$ cat config.mk
export PLATFORM = sky130hd
export DESIGN_NAME = hotcache_assoc
export DESIGN_NICKNAME = d
export VERILOG_FILES = /design/src/rtl/hotcache_assoc.sv
export SDC_FILE = /design/constraint.sdc
export NUM_CORES = 1
export LEC_CHECK = 0
export ABC_AREA = 1
export BUFFER_PORTS_ARGS = -buffer_cell sky130_fd_sc_hd__buf_2
export CORE_UTILIZATION = 60
export CTS_CLUSTER_DIAMETER = 60
export DETAILED_ROUTE_END_ITERATION = 6
export PLACE_DENSITY = 0.9
export SETUP_SLACK_MARGIN = 0.15
export SLEW_MARGIN = 20
export SYNTH_ARGS = -nofsm -noshare
export SYNTH_HDL_FRONTEND = slang
export SYNTH_SLANG_ARGS = --single-unit
$ cat constraint.sdc
create_clock -name clk -period 5.6 [get_ports clk]
set_clock_uncertainty 0.15 [all_clocks]
set_input_delay 0.56 -clock clk [delete_from_list [all_inputs] [get_ports clk]]
set_output_delay 0.56 -clock clk [all_outputs]
set_load 0.02 [all_outputs]
$ cat src/rtl/hotcache_assoc.sv
// rtl/hotcache_assoc.sv - fully associative hot-line cache keyed by (base register, offset)
//
// Purpose: small fully associative cache. Lookups are combinational against
// registered state. Fills update an existing entry in place, take the lowest
// free entry, or replace the entry at a round-robin victim pointer. Committing
// a base register invalidates every entry tagged with it. Saturating hit and
// miss counters and a registered occupancy count are provided.
//
// Ports:
//   clk                               rising-edge clock
//   a_rst                             asynchronous active-low reset
//   rd_en, rd_reg, rd_offset          lookup; rd_en only qualifies statistics
//   rd_data, rd_cached                lookup result (data is 0 on a miss)
//   crb_commit, crb_reg               invalidate all entries tagged crb_reg
//   cmd_cache, cmd_reg, cmd_offset,
//   cmd_data                          fill or update request
//   flush                             invalidate everything, pointer to 0
//   hit_count, miss_count             saturating 16-bit lookup statistics
//   occupancy                         number of valid entries
module hotcache_assoc #(
    parameter int DATA_W = 16,
    parameter int OFF_W  = 16,
    parameter int REG_W  = 3,
    parameter int WAYS   = 4
) (
    input  logic                       clk,
    input  logic                       a_rst,
    input  logic                       rd_en,
    input  logic [REG_W-1:0]           rd_reg,
    input  logic [OFF_W-1:0]           rd_offset,
    output logic [DATA_W-1:0]          rd_data,
    output logic                       rd_cached,
    input  logic [REG_W-1:0]           crb_reg,
    input  logic                       crb_commit,
    input  logic                       cmd_cache,
    input  logic [REG_W-1:0]           cmd_reg,
    input  logic [OFF_W-1:0]           cmd_offset,
    input  logic [DATA_W-1:0]          cmd_data,
    input  logic                       flush,
    output logic [15:0]                hit_count,
    output logic [15:0]                miss_count,
    output logic [$clog2(WAYS):0]      occupancy
);

    localparam int IDX_W = $clog2(WAYS);
    localparam int OCC_W = IDX_W + 1;

    logic [WAYS-1:0]   valid_q, valid_d, valid_kept;
    logic [IDX_W-1:0]  ptr_q, ptr_d;
    logic [15:0]       hit_count_q, hit_count_d;
    logic [15:0]       miss_count_q, miss_count_d;
    logic [OCC_W-1:0]  occupancy_q, occupancy_d;

    logic [REG_W-1:0]  tag_reg_q [WAYS];
    logic [REG_W-1:0]  tag_reg_d [WAYS];
    logic [OFF_W-1:0]  tag_off_q [WAYS];
    logic [OFF_W-1:0]  tag_off_d [WAYS];
    logic [DATA_W-1:0] data_q    [WAYS];
    logic [DATA_W-1:0] data_d    [WAYS];

    logic              rd_hit;
    logic [DATA_W-1:0] rd_sel;
    logic              fill_hit;
    logic [IDX_W-1:0]  fill_idx;
    logic              free_found;
    logic [IDX_W-1:0]  free_idx;
    logic [IDX_W-1:0]  wr_idx;

    // Lookup. Tags are unique among valid entries, so OR-ing the data of the
    // matching entries yields the single hit's data, or 0 on a miss.
    always_comb begin
        rd_hit = 1'b0;
        rd_sel = '0;
        for (int i = 0; i < WAYS; i++) begin
            if (valid_q[i] && tag_reg_q[i] == rd_reg && tag_off_q[i] == rd_offset) begin
                rd_hit = 1'b1;
                rd_sel = rd_sel | data_q[i];
            end
        end
    end

    assign rd_cached  = rd_hit;
    assign rd_data    = rd_sel;
    assign hit_count  = hit_count_q;
    assign miss_count = miss_count_q;
    assign occupancy  = occupancy_q;

    // Commit is applied before the fill, so the tag search and the free-entry
    // search both operate on the post-commit valid vector.
    always_comb begin
        valid_kept = valid_q;
        for (int i = 0; i < WAYS; i++) begin
            if (crb_commit && tag_reg_q[i] == crb_reg) begin
                valid_kept[i] = 1'b0;
            end
        end

        fill_hit = 1'b0;
        fill_idx = '0;
        for (int i = 0; i < WAYS; i++) begin
            if (valid_kept[i] && tag_reg_q[i] == cmd_reg && tag_off_q[i] == cmd_offset) begin
                fill_hit = 1'b1;
                fill_idx = IDX_W'(i);
            end
        end

        // Scanning downward leaves the lowest free index selected.
        free_found = 1'b0;
        free_idx   = '0;
        for (int i = WAYS - 1; i >= 0; i--) begin
            if (!valid_kept[i]) begin
                free_found = 1'b1;
                free_idx   = IDX_W'(i);
            end
        end

        if (fill_hit) begin
            wr_idx = fill_idx;
        end else if (free_found) begin
            wr_idx = free_idx;
        end else begin
            wr_idx = ptr_q;
        end
    end

    always_comb begin
        valid_d = valid_kept;
        ptr_d   = ptr_q;
        for (int i = 0; i < WAYS; i++) begin
            tag_reg_d[i] = tag_reg_q[i];
            tag_off_d[i] = tag_off_q[i];
            data_d[i]    = data_q[i];
        end

        if (flush) begin
            valid_d = '0;
            ptr_d   = '0;
        end else if (cmd_cache) begin
            valid_d[wr_idx]   = 1'b1;
            tag_reg_d[wr_idx] = cmd_reg;
            tag_off_d[wr_idx] = cmd_offset;
            data_d[wr_idx]    = cmd_data;
            // Only an eviction advances the victim pointer; WAYS is a power
            // of two so the increment wraps naturally.
            if (!fill_hit && !free_found) begin
                ptr_d = ptr_q + IDX_W'(1);
            end
        end

        occupancy_d = '0;
        for (int i = 0; i < WAYS; i++) begin
            occupancy_d = occupancy_d + OCC_W'(valid_d[i]);
        end

        hit_count_d  = hit_count_q;
        miss_count_d = miss_count_q;
        if (rd_en) begin
            if (rd_hit) begin
                if (hit_count_q != 16'hFFFF) begin
                    hit_count_d = hit_count_q + 16'd1;
                end
            end else begin
                if (miss_count_q != 16'hFFFF) begin
                    miss_count_d = miss_count_q + 16'd1;
                end
            end
        end
    end

    always_ff @(posedge clk or negedge a_rst) begin
        if (!a_rst) begin
            valid_q      <= '0;
            ptr_q        <= '0;
            hit_count_q  <= '0;
            miss_count_q <= '0;
            occupancy_q  <= '0;
        end else begin
            valid_q      <= valid_d;
            ptr_q        <= ptr_d;
            hit_count_q  <= hit_count_d;
            miss_count_q <= miss_count_d;
            occupancy_q  <= occupancy_d;
        end
    end

    // Tag and data storage is not reset; nothing observes it while invalid.
    always_ff @(posedge clk) begin
        for (int i = 0; i < WAYS; i++) begin
            tag_reg_q[i] <= tag_reg_d[i];
            tag_off_q[i] <= tag_off_d[i];
            data_q[i]    <= data_d[i];
        end
    end

endmodule

; Yosys cells after proc, flatten, opt, wreduce, memory -nomap -nowiden
; Memories as Yosys holds them, arrays and structs flattened.
; Cells that the tools add are included.
; W data, S select, Z words.
[word_totals]
reg_bits = 41
latchBits = 0
ramBits = 140
rom_bits = 0
inputBits = 63
output_inout_bits = 52
wordCells = 125
n_memories = 3
[op_classes]
addsub = 6
mul = 0
div = 0
n_lt_le_gt_ge = 4
eq_ne = 22
shifts = 0
n_mux = 49
bitwise_logic = 6
reduce_logical = 30
[mem_list]
columns = memory, words, width, read_ports, rd_clocked_by_memory_dff, write_ports, line
row1 = data_q, 4, 16, 4, 0, 4, 58  ; logic [DATA_W-1:0] data_q [WAYS];
row2 = tag_off_q, 4, 16, 4, 0, 4, 56  ; logic [OFF_W-1:0] tag_off_q [WAYS];
row3 = tag_reg_q, 4, 3, 4, 0, 4, 54  ; logic [REG_W-1:0] tag_reg_q [WAYS];
[ops]
columns = cell, count
row1 = $mux W64, 4
row2 = $bwmux W64, 2
row3 = $eq A16 B16 Y1, 8
row4 = $mux W16, 5
row5 = $or A16 B16 Y16, 3
row6 = $eq A3 B3 Y1, 12
row7 = $add A16 B1 Y16 const B, 2
row8 = $demux W16 S2, 1
row9 = $ne A16 B16 Y1 const B, 2
row10 = $mux W12, 2
row11 = $logic_and A1 B1 Y1, 23
row12 = $mux W2, 11
row13 = $mux W1, 18
row14 = $bwmux W12, 1
row15 = $mux W4, 2
row16 = $demux W3 S2, 1
row17 = $reduce_and A3 Y1, 2
row18 = $or A4 B4 Y4, 1
row19 = $reduce_bool A2 Y1, 2
row20 = $add A2 B1 Y3, 1
row21 = $add A3 B1 Y3, 1
row22 = $ge A3 B3 Y1 const B, 1
row23 = $lt A2 B3 Y1 const B, 1
row24 = $lt A3 B1 Y1 const B, 1
row25 = other kinds (9), 10

; Logic depth before layout (Yosys ltp)
; Gate-level depths: netlist of run 1.
; An unclocked memory read counts as a cell.
[depth]
word_depth = 21
mapped_depth = 20
mapped_depth_nobuf = 20

; Least setup slack after synthesis of run 1
; Ideal clock, no wire load.
[synth_timing]
path_kind = input to register
start = in cmd_offset[11]
end = reg occupancy_q[1], in the netlist occupancy[1]
setup_ns = 0.126
arrival_time_ns = 4.428
required_ns = 5.324
path_slack_ns = 0.896
cell_stages = 15
path_buffers = 1
cell_sequence = buf_2 -> or2_2 -> a21oi_1 -> nand2_1 -> nor2_1 -> nand3b_1 -> nand2_1 -> and2_1 -> nand2_1 -> nor2_1 -> nor2_1 -> fa_1 -> inv_1 -> ha_1 -> ha_1
[synth_via]
elab_chain_len = 17
elab_cells_between_ends = 27
classes_between = add/sub (3) / order compare (2) / eq/ne (4) / mux (12) / bitwise (1) / reduce/logical (5)
[synth_lines]
columns = element, line
row1 = start: declaration, 37  ; input logic [OFF_W-1:0] cmd_offset,
row2 = $eq A16 B16 Y1, 101  ; if (valid_kept[i] && tag_reg_q[i] == cmd_reg && tag_off_q[i] == cmd_offset) begin
row3 = $logic_and A1 B1 Y1, 101
row4 = $mux W1 (4 in a row), 101
row5 = $mux W2 (*), 117  ; if (fill_hit) begin
row6 = $lt A2 B3 Y1 (implied by the code) or $ge A2 B1 Y1 (tied branches), 139  ; valid_d[wr_idx] = 1'b1;
row7 = $logic_and A1 B1 Y1 (implied by the code), 139
row8 = $mux W1 (implied by the code), 139
row9 = $demux W1 S2 (*), 139
row10 = $or A4 B4 Y4 (no line) (*), n/a
row11 = $mux W4 (*), 138  ; end else if (cmd_cache) begin
row12 = $mux W4 (*), 135  ; if (flush) begin
row13 = $add A1 B1 Y2, 152  ; occupancy_d = occupancy_d + OCC_W'(valid_d[i]);
row14 = $add A2 B1 Y3, 152
row15 = $add A3 B1 Y3 (*), 152
row16 = named net occupancy_d[1], 52  ; logic [OCC_W-1:0] occupancy_q, occupancy_d;
row17 = end signal: assignment, 182  ; occupancy_q <= occupancy_d;
row18 = end: declaration, 52
; Mark *: on every way through the listed nets, which the timed path passes. The rest lies on a longest branch.
; A chain may end at the register's enable or synchronous reset.

==> results of run 1 <==
state kept, by name (all words and copies together) (netlist names):
signal	count
data_q	64
hit_count	16
miss_count	16
occupancy	3
ptr_q	2
tag_off_q	64
tag_reg_q	12
valid_q	4
cell families (layout without fill, tap and decap cells):
| family | Yosys count | after routing | share of synthesized area (%) |
|---|---|---|---|
| AND/OR/NAND/NOR | 895 | 895 | 34.2 |
| adder cells (fa/ha/maj) | 5 | 5 | 0.626 |
| flip-flops | 181 | 181 | 46.7 |
| buffers and inverters | 232 | 352 | 8.19 |
| XOR/XNOR | 85 | 85 | 6.65 |
| AO/OA/AOI/OAI | 56 | 56 | 3.57 |
critical path, cell delays in order, from the launching register on:
cell      delay, ns
edfxtp_1       0.51
inv_1          0.19
nand2_1        0.07
nand2_1        0.06
nor2_1         0.04
nand2_1        0.09
nand2_1        0.12
nor2_1         0.19
a21boi_0       0.24
nand2_1        0.09
nand2_1        0.06
nand2_1        0.15
nor2_4         0.14
buf_4          0.49
nor2_1         0.12
fa_1           0.50
inv_1          0.04
ha_1           0.17
ha_1           0.26
path summary, 6_finish.rpt:
kind / cells past startpoint / from / slack [ns] / end
worst min register to register: 2 / miss_count[6]$_DFFE_PN0P_ / 0.37 / miss_count[6]$_DFFE_PN0P_
worst max-delay path: 18 / tag_reg_q[1][2]$_DFFE_PP_ / 1.78 / occupancy[1]$_DFF_PN0_
worst min-delay path: 1 / a_rst / 0.11 / occupancy[2]$_DFF_PN0_
max in group asynchronous: 1 / a_rst / 4.56 / hit_count[3]$_DFFE_PN0P_
min in group clk: 1 / cmd_data[9] / 0.16 / data_q[3][9]$_DFFE_PP_
worst max register to register: 18 / tag_reg_q[1][2]$_DFFE_PP_ / 1.78 / occupancy[1]$_DFF_PN0_
placed cells by master, fill, tap and decap left out, types with 10 or more instances in the layout:
cell | synthesis | final
nand2_1 | 502 | 502
xor2_1 | 49 | 49
nand3_1 | 58 | 58
o21ai_0 | 18 | 18
inv_1 | 192 | 192
edfxtp_1 | 140 | 140
nand4_1 | 67 | 67
nor3_1 | 32 | 32
nor2_1 | 194 | 190
inv_2 | 10 | 10
dfrtp_1 | 41 | 41
buf_2 | 9 | 114
o2111ai_1 | 16 | 16
clkbuf_16 | 0 | 17
xnor2_1 | 36 | 36
per-layer routing:
| metal | track usage, % | routed length (µm) | vias to the layer above |
|---|---|---|---|
| met5 | 0 | 0 | - |
| met4 | 15.8 | 1430 | 0 |
| met3 | 5.46 | 2990 | 91 |
| met2 | 59.0 | 15600 | 589 |
| met1 | 47.1 | 13500 | 4674 |
| li1 | - | - | 4885 |
final cells by class:
class                      instances  area share [%]
clock inverter                    15            1.76
inverter                         202            6.01
clock buffer                      17            3.37
sequential                       181            41.5
multi-input combinational       1041            40.3
timing repair buffer             118            4.76
tap                              229            2.27
per-stage QoR:
step / instances / power (µW)
after floorplan: 1454 / 1860
after global placement: 1771 / 2030
after detailed placement: 1771 / 2030
after CTS: 1803 / 3290
after global routing: 1803 / 3390
final: 1803 / 3300
where the power goes:
group / internal [µW] / switching (µW)
Combinational: 139 / 330
Clock: 628 / 650
Sequential: 1500 / 45.9
==> flow_summary.ini, run 1 <==
[clock_tree]
post_cts_buffers = 0
clk_pin_slew_ns = 0.08
clock-sinks = 181
cts_tree = yes
clockBufferDepth = 2
cts_hold_buf = 0
cts_root_buffer = clkbuf_16
numCtsBuffers = 17
htreeDepth = 4
clock_latency_ns = 0.46
cts_resized = 0

[placed_design]
place_ws_ns = 1.67
dpl.hpwl_um = 25000
port_buffers = 114
globalplace.congestion = 1.06
placed_area_um2 = 12000

[setup_path]
worstSetupPathType = reg2reg
cp-start-kind = flop
required_ns = 5.79
cp_max_fo = 36
cp-end-kind = flop
worstPathArrival_ns = 4.01

[routing]
first_iter_violations = 1175
via_per_inst = 5.68
vias = 10239
dr.pass1.iters = 7
wirelength_um = 33500
drc_errors = 4
ant_nets = 0
drt-wirelength-per-cell_um = 18.6

[floorplan]
die_h_um = 139
core-area_um2 = 18100
std_cell_rows = 49
initial_core_util_pct = 61.7
pin_count = 115
die-width_um = 139
die_area_um2 = 19200

[finish]
syn2layout_area_growth_pct = 12.7
fin_area_um2 = 12600
diodes = 0
n_fill_cell = 1474
nNetsFinal = 1629
regArea_um2 = 5230
layout-drive-gt1-share_pct = 12.3
final_core_util_pct = 69.5
multi_input_area_um2 = 5090

[global_route]
grt_max_degree = 42
track_usage_pct = 35.8
antenna_found_initial = 1
grt-ovfl-total = 0
grt_pass1_vias = 9616
grt_pass1_wl_um = 51800

[pwr]
ir_worst_vdd_uv = 235
p_leak_uw = 0.00587
power.density_nw_per_um2 = 261

[timing]
setup_ws_ns = 1.78
fmax_ghz = 0.262
rsz0062_at_grt = false
setup_viol = 0
tightest_slew_ns = 0.984
hold_violations = 0
fin_tns_setup_ns = 0
finalCriticalPeriod_ns = 3.82
fin_hold_ws_ns = 0.108
slew_headroom_pct = 34.4
post-route-period-util_pct = 68.1
final_max_slew_viol_count = 0

[logic_synthesis]
avgSynthCellArea_um2 = 7.70
yosysWarnings = 0
ys_seq_area_share_pct = 46.7
ys_types = 45
netlist_area_um2 = 11200
synth_common_cells = nand2_1 (502), nor2_1 (194), inv_1 (192), edfxtp_1 (140), nand4_1 (67)
async_reset_ff_share_pct = 22.7
synth_top_area_cell = edfxtp_1
synth_edf_count = 140
synth.area.top_cells = edfxtp_1 (38%), nand2_1 (17%), dfrtp_1 (9.2%), nor2_1 (6.5%), inv_1 (6.4%)
synth_top_area_share_pct = 37.6
ys_seq_elements = 181
synth_ff_type = edfxtp_1
synth_most_common_cell = nand2_1
syn-num-nets = 1522
syn_inst = 1454

[hold_path]
holdCritPathClass = in2async

[run]
cap_violations = 0

[run_status]
outcome = finished, violations left
violations = design-rule violations
Power figures use the tool's default switching activity.
==> inputs of run 2 (changes only) <==
--- a/config.mk
+++ b/config.mk
@@ -5,12 +5,12 @@
 export SDC_FILE = /design/constraint.sdc
 export NUM_CORES = 1
 export LEC_CHECK = 0
-export ABC_AREA = 1
+export ABC_AREA = 0
 export BUFFER_PORTS_ARGS = -buffer_cell sky130_fd_sc_hd__buf_2
-export CORE_UTILIZATION = 60
+export CORE_UTILIZATION = 52
 export CTS_CLUSTER_DIAMETER = 60
 export DETAILED_ROUTE_END_ITERATION = 6
-export PLACE_DENSITY = 0.9
+export PLACE_DENSITY = 0.85
 export SETUP_SLACK_MARGIN = 0.15
 export SLEW_MARGIN = 20
 export SYNTH_ARGS = -nofsm -noshare
==> constraint.sdc (replaced) <==
create_clock -name clk -period 3.3 [get_ports clk]
set_clock_uncertainty 0.15 [all_clocks]
set_input_delay 0.33 -clock clk [delete_from_list [all_inputs] [get_ports clk]]
set_output_delay 0.33 -clock clk [all_outputs]
set_load 0.02 [all_outputs]
==> run 2 against run 1 <==
Compared with the run above:
- the flow finishes with violations (negative setup slack)
- die area shrank 10%
- non-clock buffer count grew 137
- routed wire length shrank 26%
- first-iteration DRC count shrank 36%
- final area shrank 7.6%
- critical path type unchanged
- critical endpoint unchanged
==> flow_summary.ini, run 2 <==
[run_status]
outcome = finished, violations left
violations = negative setup slack

[timing]
fin_tns_setup_ns = -0.209
fmax_ghz = 0.291
setup_ws_ns = -0.139
slew_headroom_pct = 38.8
setup_viol = 2
tightest_slew_ns = 0.918
rsz0062_at_grt = true
hold_violations = 0
post-route-period-util_pct = 104
finalCriticalPeriod_ns = 3.44
final_max_slew_viol_count = 0

[pwr]
p_int_uw = 3980
p_clk_share_pct = 37.6
power.density_nw_per_um2 = 470
p_comb_share_pct = 14.0
ir_worst_vdd_uv = 454
p_leak_uw = 0.00467
seqPwrFrac_pct = 48.4
swShare_pct = 27.3
p_sw_uw = 1490

[logic_synthesis]
synth_compound_area_share_pct = 5.80
syn-num-nets = 715
synth_ff_type = edfxtp_1
synth_edf_count = 140
synth_top_family_by_area = XOR/XNOR gates
synth_top_area_share_pct = 48.3
synth_xor_area_share_pct = 19.3
avgSynthCellArea_um2 = 13.5
netlist_area_um2 = 8710
yosysWarnings = 0
async_reset_ff_share_pct = 22.7
ys_seq_area_share_pct = 60.1
synth.area.top_cells = edfxtp_1 (48%), dfrtp_1 (12%), xor2_1 (12%), xnor2_1 (7.6%), nor4_1 (2.9%)
syn_inst = 647
yosys.area_share.simple_pct = 12.4
ys_seq_elements = 181
synth_top_area_cell = edfxtp_1
synth_adder_area_share_pct = 0.805
ys_types = 51
synth_most_common_cell = edfxtp_1
synth_mux_area_share_pct = 0.388
synth_common_cells = edfxtp_1 (140), xor2_1 (116), xnor2_1 (76), dfrtp_1 (41), nor4_1 (41)

[finish]
layout-drive-gt1-share_pct = 34.1
stdcell_count = 1138
diodes = 0
syn2layout_area_growth_pct = 33.8
mostFrequentLayoutCells = edfxtp_1 (140), xor2_1 (116), buf_2 (114)
reg_top3 = data_q: 64 flops, tag_off_q: 64 flops
layout_commonest_cell = edfxtp_1
n_fill_cell = 1077
nNetsFinal = 977

[clock_tree]
clockBufferDepth = 2
cts_root_buffer = clkbuf_16
clock_latency_ns = 0.44
clock-sinks = 181
numCtsBuffers = 17
cts_tree = yes
htreeDepth = 4
clk_pin_slew_ns = 0.08

[routing]
first_iter_violations = 757
via_per_inst = 5.89
ant_nets = 0
dr.pass1.iters = 7
drt-wirelength-per-cell_um = 21.7
wirelength_um = 24800
drc_errors = 0
vias = 6704

[setup_path]
cp_max_fo = 4
critical_path.slowest_cell = fa_1
worstPathCellList = xnor2_1 -> nand4_1 -> nor4_2 -> nand4_1 -> buf_4 -> buf_6 -> a2bb2oi_4 -> o21ba_4 -> o22a_1 -> fa_1 -> inv_2 -> ha_4 -> ha_4
cp-start-kind = flop
cp-end-kind = flop
max_stage_delay_ns = 0.56
worstSetupPathType = reg2reg
required_ns = 3.48
worstPathArrival_ns = 3.62

[global_route]
grt_pass1_vias = 6616
antenna_found_initial = 1
track_usage_pct = 28.1
grt-ovfl-total = 0
grt_max_degree = 42
grt_pass1_wl_um = 36400

[placed_design]
place_ws_ns = -0.465
globalplace.congestion = 1.03
dpl.hpwl_um = 16500
port_buffers = 114
place_inst = 1065

[run]
cap_violations = 0

[floorplan]
die-width_um = 131
initial_core_util_pct = 54.0
std_cell_rows = 46
die_h_um = 131
die_area_um2 = 17300
pin_count = 115
core-area_um2 = 16100

[hold_path]
holdCritPathClass = in2reg
-- run 2: cell count changes in the layout (fill, tap and decap cells not counted), sizes merged, moves of 41 or more --
cell,before,now
buf,118,235
nand3,60,19
xor2,49,116
nand2,505,35
inv,210,23
nor2,200,13
-- run 2: routing by layer --
layer | track usage, % | vias to the layer above | share of wire, %
li1 | - | 2959 | -
met1 | 34.3 | 3279 | 38
met2 | 46.1 | 382 | 49
met3 | 8.72 | 84 | 9.5
met4 | 12.0 | 0 | 3.7
met5 | 0 | - | 0
-- run 2: kinds of logic (layout without fill, tap and decap cells) --
group | after synthesis | after routing
xor gates and xnor gates | 192 | 192
buffers and inverters | 26 | 301
AOI/OAI and AO/OA | 58 | 58
adders and majority gates | 5 | 5
and+or+nand+nor | 182 | 182
muxes | 3 | 3
DFF | 181 | 181
-- run 2: critical path, delay by kind of cell, from the launching register on --
family          cells  cell delay [ns]
compound gates      3             0.55
flops               1             0.41
fa+ha+maj           3             0.92
simple gates        3             0.71
buf+inv             3             0.33
xor+xnor            1             0.28
-- run 2: layout make-up --
cell class              count  area, µm²  share of cell area, %
clock buffers              17        425                   3.65
clock inverters            15        178                   1.52
inverters                  14       52.6                  0.451
multi-input cells         440       3580                   30.7
flip-flops and latches    181       5230                   44.9
well taps                 216        270                   2.32
repair buffers            255       1920                   16.5
-- run 2: worst paths after layout --
check | from | slack [ns] | endpoint | depth (start not counted)
setup reg to reg | tag_off_q[1][2]$_DFFE_PP_ | -0.14 | occupancy[1]$_DFF_PN0_ | 13
hold reg to reg | hit_count[7]$_DFFE_PN0P_ | 0.34 | hit_count[7]$_DFFE_PN0P_ | 1
min in group asynchronous | a_rst | 0.41 | miss_count[8]$_DFFE_PN0P_ | 2
setup / recovery | tag_off_q[1][2]$_DFFE_PP_ | -0.14 | occupancy[1]$_DFF_PN0_ | 13
max in group asynchronous | a_rst | 2.01 | hit_count[5]$_DFFE_PN0P_ | 2
hold / removal | cmd_offset[11] | 0.02 | tag_off_q[0][11]$_DFFE_PP_ | 1
-- run 2: timing repair --
action,4_1_cts,5_1_grt
resized for setup,24,19
gates cloned,2,4
hold buffers,17,0
buffers inserted,8,10
pin swaps,10,20
hold endpoints to repair,105,0
setup endpoints to repair,76,90
-- run 2: power by group through the flow --
stage	Clock (µW)	Combinational (µW)	Sequential (µW)
2_1_floorplan	0	261	2730
3_3_place_gp	0	627	2690
3_5_place_dp	0	641	2690
4_1_cts	2060	716	2640
5_1_grt	2150	808	2660
6_report	2060	766	2650
-- run 2: per-stage QoR --
stage	utilization [%]	hold slack (ns)	instance area [µm²]	power (µW)
after floorplan	-	-0.116	8730	2990
after global placement	64.2	0.321	10300	3310
after detailed placement	64.2	0.322	10300	3330
after CTS	70.6	0.00986	11400	5420
after global routing	72.3	0.0329	11700	5610
final	72.3	0.0199	11700	5470
